File: src/rtl/product_accumulator_pkg.sv
// product_accumulator_pkg: shared FSM state type and default sizing constants.
package product_accumulator_pkg;
   typedef enum logic [1:0] {ACCUM, DRAIN, HOLD} state_t;
   localparam int NTERMS_DEF = 8;
   localparam int ACC_W_DEF = 19;
   localparam int PROD_W = 16;
endpackage

File: src/rtl/product_accumulator_mult.sv
// product_accumulator_mult: EightBitArrayMultiplier, unsigned 8x8 array multiplier.
module EightBitArrayMultiplier
   import product_accumulator_pkg::*;
(
   input  logic [7:0]        a_i,
   input  logic [7:0]        b_i,
   output logic [PROD_W-1:0] p_o
);
   logic [PROD_W-1:0] row [0:8];
   assign row[0] = '0;
   for (genvar i = 0; i < 8; i++) begin : g_row
      assign row[i+1] = row[i] + (PROD_W'(a_i & {8{b_i[i]}}) << i);
   end
   assign p_o = row[8];
endmodule

File: src/rtl/product_accumulator.sv
// product_accumulator: sums NTERMS unsigned 8x8 products through a 2-stage pipeline.
// Define ACC_SAT_EN to saturate the accumulator on overflow instead of wrapping.
module product_accumulator
   import product_accumulator_pkg::*;
#(
   parameter int NTERMS = NTERMS_DEF,
   parameter int ACC_W  = ACC_W_DEF
)(
   input  logic             clk,
   input  logic             rst,
   input  logic             clr,
   input  logic             in_valid,
   output logic             in_ready,
   input  logic [7:0]       a,
   input  logic [7:0]       b,
   output logic             out_valid,
   input  logic             out_ready,
   output logic [ACC_W-1:0] acc_out,
   output logic             ovf
);
   localparam int SW = ACC_W + 1;
   state_t            state_q;
   logic              s1_v_q, s2_v_q, ovf_q, ovf_d, in_ready_q, out_valid_q;
   logic [7:0]        a_q, b_q, cnt_q;
   logic [PROD_W-1:0] prod, prod_q;
   logic [ACC_W-1:0]  acc_q, acc_d;
   logic [ACC_W:0]    sum;
   logic              take, last, hs;
   EightBitArrayMultiplier u_mul (.a_i(a_q), .b_i(b_q), .p_o(prod));
   assign take = in_valid && in_ready_q;
   assign last = cnt_q == 8'(NTERMS - 1);
   assign hs   = out_valid_q && out_ready;
   assign sum  = {1'b0, acc_q} + SW'(prod_q);
`ifdef ACC_SAT_EN
   assign acc_d = sum[ACC_W] ? '1 : sum[ACC_W-1:0];
`else
   assign acc_d = sum[ACC_W-1:0];
`endif
   assign ovf_d = ovf_q | sum[ACC_W];
   // HOLD is entered one edge after the final add, once both pipeline stages are empty
   always_ff @(posedge clk or posedge rst) begin
      if (rst) begin
         state_q     <= ACCUM;
         s1_v_q      <= 1'b0;
         s2_v_q      <= 1'b0;
         a_q         <= '0;
         b_q         <= '0;
         prod_q      <= '0;
         cnt_q       <= '0;
         acc_q       <= '0;
         ovf_q       <= 1'b0;
         in_ready_q  <= 1'b0;
         out_valid_q <= 1'b0;
      end else if (clr) begin
         state_q     <= ACCUM;
         s1_v_q      <= 1'b0;
         s2_v_q      <= 1'b0;
         cnt_q       <= '0;
         acc_q       <= '0;
         ovf_q       <= 1'b0;
         in_ready_q  <= 1'b1;
         out_valid_q <= 1'b0;
      end else begin
         s1_v_q <= take;
         s2_v_q <= s1_v_q;
         if (take) begin
            a_q   <= a;
            b_q   <= b;
            cnt_q <= last ? '0 : cnt_q + 8'd1;
         end
         if (s1_v_q) prod_q <= prod;
         if (s2_v_q) begin
            acc_q <= acc_d;
            ovf_q <= ovf_d;
         end
         case (state_q)
            ACCUM: begin
               in_ready_q <= !(take && last);
               if (take && last) state_q <= DRAIN;
            end
            DRAIN: if (!s1_v_q && !s2_v_q) begin
               state_q     <= HOLD;
               out_valid_q <= 1'b1;
            end
            HOLD: if (hs) begin
               state_q     <= ACCUM;
               out_valid_q <= 1'b0;
               in_ready_q  <= 1'b1;
               acc_q       <= '0;
               ovf_q       <= 1'b0;
               cnt_q       <= '0;
            end
            default: state_q <= ACCUM;
         endcase
      end
   end
   assign in_ready  = in_ready_q;
   assign out_valid = out_valid_q;
   assign acc_out   = acc_q;
   assign ovf       = ovf_q;
endmodule

File: config.mk
export PLATFORM = sky130hd
export DESIGN_NAME = product_accumulator
export DESIGN_NICKNAME = d
export VERILOG_FILES = /design/src/rtl/product_accumulator_pkg.sv /design/src/rtl/product_accumulator_mult.sv /design/src/rtl/product_accumulator.sv
export SDC_FILE = /design/constraint.sdc
export NUM_CORES = 1
export LEC_CHECK = 0
export CAP_MARGIN = 40
export CORE_ASPECT_RATIO = 0.7
export CORE_MARGIN = 5
export CORE_UTILIZATION = 62
export CTS_CLUSTER_DIAMETER = 50
export CTS_CLUSTER_SIZE = 28
export DETAILED_ROUTE_END_ITERATION = 8
export PLACE_DENSITY = 0.84
export SLEW_MARGIN = 20
export SYNTH_ARGS = -nofsm -noshare
export SYNTH_HDL_FRONTEND = slang
export SYNTH_SLANG_ARGS = --single-unit
File: constraint.sdc
create_clock -name clk -period 7.45 [get_ports clk]
set_input_delay 0.745 -clock clk [delete_from_list [all_inputs] [get_ports clk]]
set_output_delay 0.745 -clock clk [all_outputs]
set_load 0.03 [all_outputs]
Word-level counts from Yosys, hierarchy flattened
Cells that the tools add are included.
W data, S select, Z words.
- add/sub/neg operators: 9
- equality and inequality tests: 6
- mux-type cells: 27
- bitwise operators: 10
- reductions and logical operators: 15
- operators with widths (kind ; count):
    $mux W19 ; 4
    $add A16 B16 Y16 ; 4
    $and A8 B8 Y8 ; 8
    $mux W8 ; 5
    $add A19 B16 Y20 ; 1
    $add A16 B13 Y16 ; 1
    $add A16 B14 Y16 ; 1
    $add A16 B15 Y16 ; 1
    $mux W1 ; 11
    $ne A3 B3 Y1 const B ; 3
    $add A8 B1 Y8 const B ; 1
    $eq A8 B3 Y1 const B ; 1
    $mux W2 ; 4
    $pmux W2 S3 ; 1
    $reduce_and A2 Y1 ; 3
    $reduce_and A3 Y1 ; 2
    $reduce_bool A3 Y1 ; 2
    $logic_and A1 B1 Y1 ; 4
    $pmux W1 S2 ; 2
    $logic_not A1 Y1 ; 3
    $eq A2 B1 Y1 const B ; 1
    $eq A2 B2 Y1 const B ; 1
    $logic_not A2 Y1 ; 1
    $not A1 Y1 ; 1
    $or A1 B1 Y1 ; 1
- flip-flop bits (word level): 66
- bits of input ports: 21
- output and inout port bits: 22
- word-level logic and storage cells: 78

Depth between registers and ports, before layout
- depth after elaboration: 8
- gate-level depth with buffers: 17

Modules after synthesis
From an unflattened synthesis, not the netlist that was laid out.
- cells, all modules: 582
- area, all modules: 5590.4 sq um
- modules (own cells, without submodules) (module ; times used ; cells each ; area each (sq um) ; seq. area each (sq um)):
    product_accumulator ; 1 ; 334 ; 3508.4 ; 1651.6
    EightBitArrayMultiplier ; 1 ; 248 ; 2082.0 ; 0.0

Worst setup path after synthesis
No wires, ideal clock.
- path type: register -> register
- from: reg b_q[3]
- to: reg prod_q[15]
- arrival: 4203 ps
- data required time: 7316 ps
- setup slack: 3113 ps
- cell stages (with the launch flop): 16
- path through: dfrtp_1 and2_1 fa_1 fa_1 inv_1 fa_1 inv_1 ha_1 ha_1 fa_1 a21o_1 a21oi_1 o21ai_1 a311o_1 xnor2_1 o21ai_0
- word-level cells in the longest chain between the ends: 6
- RTL lines (element ; RTL line ; RTL):
    start, declared ; product_accumulator.sv:24 ; logic [7:0] a_q, b_q, cnt_q;
    start signal, assigned ; product_accumulator.sv:47 ; b_q <= '0;
    start signal, assigned ; product_accumulator.sv:68 ; b_q <= b;
    $and A8 B8 Y8 ; product_accumulator_mult.sv:12 ; assign row[i+1] = row[i] + (PROD_W'(a_i & {8{b_i[i]}}) << i);
    $add A16 B16 Y16 (2 in series) ; product_accumulator_mult.sv:12 ;
    $add A16 B13 Y16 ; product_accumulator_mult.sv:12 ;
    $add A16 B14 Y16 ; product_accumulator_mult.sv:12 ;
    $add A16 B15 Y16 ; product_accumulator_mult.sv:12 ;
    end signal, assigned ; product_accumulator.sv:71 ; if (s1_v_q) prod_q <= prod;
    end, declared ; product_accumulator.sv:25 ; logic [PROD_W-1:0] prod, prod_q;
Every way passes these cells.
A chain may end at the register's enable or synchronous reset.

Worst setup path after layout
Ends and elaborated chain as after synthesis.

==> metrics.md <==
| Metric | Value |
|---|---|
| Setup crit end kind | register |
| RSZ-0062 raised after global routing | false |
| Yosys reg bits | 66 |
| Total of max-cap violations | 0 |
| Grt total ovfl | 0 |
| 1st-iter DRT viols | ~250 |
| Leak Pwr | between 3 and 4 nW |
| Initial Util | 0.639 |
| Post-Route WL | about 12 mm |
| Max Fclk | approximately 220 MHz |
| Cells along the critical path | and2_1, fa_1, fa_1, inv_1, fa_1, inv_1, ha_1, ha_1, fa_1, a21o_1, a21oi_1, o21ai_1, a311o_1, xnor2_1, o21ai_0 |
| Number of remaining DRC errors | 0 |
| R2R cell count | 15 |
| Max H-tree Level | 3 |
| Clk_skew | 0.00910 ns |
| CP Max Fanout | 9 |
| Die Wd | between 100 and 150 µm |
| Cell Area, Synth | roughly 5400 µm² |
| CP required | approximately 7.7 ns |
| DR vias/cell | 5.87 |
| Num CTS Buffers | 9 |
| Logic pwr share | 0.556 |
| Cell Count, Final, Fillers Out | about 730 |
| Clk buf depth | 2 |
| RePlAce Congestion | between 0.9 and 1 |
| Max-slew headroom | 0.430 |
| Vias in the first global route | roughly 4400 |
| Worst hold slack | 0.489 ns |
| Worst IR Drop VDD | around 270 µV |
| Measured slew at the worst slew-check pin | around 0.85 ns |
| # placed instances | 709 |
| Flop pwr share | 0.215 |
| Register area share after synthesis | 0.303 |
| Largest net degree at the start of global routing | 67 |
| Ports | 43 |
| Crit path depth | 15 |
| Die Y | roughly 90 µm |
| Pwr per Cell Area | between 300 and 400 nW/µm² |
| HPWL after DPL | approximately 8.9 mm |
| Buf/Inv on CP | 2 |
| Ratio of cells with drive above 1 in the final layout | 0.0855 |
| Largest delay share family, worst path | adder cells |
| Yosys warnings | 0 |
| ANT cells | 0 |
| Crit Path Class | register to register |
| Post-CTS sizing | 0 |
| Fin nets | 711 |
| Hold WC Path Type | register to register |
| ANT nets after route | 0 |
| Psw | approximately 0.00096 W |
| R2R Setup Slk | between 2 and 3 ns |
| Via count | around 4300 |
| Synth Instances | approximately 560 |
| CTS tree | yes |
| Worst skew pair latency | about 0.34 ns |
| First-pass GRT wire length | roughly 21 mm |
| Worst setup SP type | register |
| Core area | ~8500 µm² |
| Crit-path slowest cell | fa_1 |
| Syn Nets | between 600 and 700 |
| Hold Violations, Final | 0 |
| Clock sink count | 66 |
| Die area | 10800 µm² |
| Synth cell types | between 60 and 70 |
| PortBufs | 42 |
| Max-slew violation count | 0 |
| Min Tclk post-route | 4.63 ns |
| Crit path DAT | around 4.8 ns |
| Mean Syn Cell Area | 9.77 µm² |
| Number of placement rows | 28 |
| Fin crit share | 0.621 |
| Crit-path max cell delay | between 0.5 and 0.6 ns |
| Top_reg_cell synth | dfrtp_1 |
| CTS root buf | clkbuf_16 |
| Initial antenna violation count | 0 |
| DR WL/cell | 16.9 µm |
| Hold Path Stages | 2 |
| Clock transition at path regs | 0.06 ns |
| GRT Overall Usage | 0.245 |
| Area delta synth->final | 17.5% |
| Final setup vio count | 0 |
| Pint | between 0.001 and 0.0015 W |
| Total negative setup slack | 0 ns |
| Hold-fix buffers, CTS | 0 |
| Synth async-reset ratio | 1.00 |
| Outcome | complete, no violations |
| Clk network pwr share | 0.229 |
| Post-synth EDFFs | 0 |
| Most frequent cells in the layout | 66 x nand2_1, 66 x dfrtp_1, 54 x inv_1, 48 x ha_1, 42 x clkdlybuf4s50_1 |
| DRT Pass-1 Iters | 5 |
| Post-CTS setup buffers | 0 |
| Switching share of power | 0.415 |
| CP most frequent cell | fa_1 |
[kinds of logic (layout without fill, tap and decap cells)]
kind of cell	count (synthesis)	in the layout	share of synthesized area
mux	26	26	0.0517
buf+inv	69	120	0.0496
simple gates	191	191	0.178
fa+ha+maj	87	87	0.254
compound gates	94	94	0.125
xor+xnor	24	24	0.0386
flops	66	66	0.303
[cells in the mapped netlist, types with 5 or more instances]
master	n	area (µm²)
nand2_1	66	248
mux2i_1	9	90.1
mux2_2	17	191
or3_1	5	31.3
clkbuf_1	8	30.0
xor2_1	9	78.8
nand3_1	15	75.1
dfrtp_1	66	1650
ha_1	48	601
nand4_1	7	43.8
nor2_1	24	90.1
a21oi_1	23	115
o21ai_0	19	95.1
nand2b_1	5	31.3
and2_1	41	257
nor3_1	8	40.0
a31oi_1	5	31.3
fa_1	39	781
a21o_1	9	67.6
inv_1	55	206
o21a_1	6	45.0
xnor2_1	15	131
[state kept, by name, indices dropped and copies added, names as in the netlist]
register	count
acc_out	19
prod_q	16
a_q	8
b_q	8
cnt_q	8
state_q	2
in_ready	1
out_valid	1
ovf	1
s1_v_q	1
s2_v_q	1
[worst min-delay path: stages, from the launching register on]
cell and delay (ns):
dfrtp_1 0.35, nand2_1 0.05, o21ai_0 0.06
[path summary, 6_finish.rpt]
| kind | from | to |
|---|---|---|
| setup / recovery | b_q[3] | prod_q[15] |
| hold / removal | prod_q[12] | prod_q[12] |
| setup reg to reg | b_q[3] | prod_q[15] |
| hold reg to reg | prod_q[12] | prod_q[12] |
| max in group asynchronous | rst | prod_q[2] |
| min in group asynchronous | rst | a_q[2] |
[power by group through the flow]
stage / registers, W / logic [W] / clock network, W
CTS: 0.000495 / 0.00128 / 0.000534
global route: 0.000503 / 0.00146 / 0.000552
floorplan: 0.000490 / 0.000982 / 0
global placement: 0.000497 / 0.00118 / 0
detailed placement: 0.000501 / 0.00125 / 0
finish: 0.000495 / 0.00128 / 0.000528
[final cells by class]
type                       instances  area (µm²)
clock inverter                     7         141
tap                              120         150
inverter                          56         210
clock buffer                       9         225
sequential                        66        1650
timing repair buffer              48         497
fill                             608        2120
multi-input combinational        422        3520
[metrics by stage]
| stage | instance area, µm² | utilization | total power [W] | worst slack, ns |
|---|---|---|---|---|
| after floorplan | 5440 | - | 0.00147 | 3.11 |
| after global placement | 5980 | 0.702 | 0.00168 | 2.92 |
| after detailed placement | 5980 | 0.702 | 0.00175 | 2.80 |
| after CTS | 6340 | 0.745 | 0.00231 | 2.82 |
| after global routing | 6400 | 0.751 | 0.00252 | 2.61 |
| final | 6400 | 0.751 | 0.00230 | 2.82 |
[layer usage]
| metal | wire, µm | GRT usage | up-vias |
|---|---|---|---|
| li1 | - | - | 1999 |
| met1 | 5440 | 0.324 | 2153 |
| met2 | 6160 | 0.417 | 111 |
| met3 | 552 | 0.0447 | 13 |
| met4 | 136 | 0.0743 | 0 |
| met5 | 0 | 0 | - |
Power figures use the tool's default switching activity.
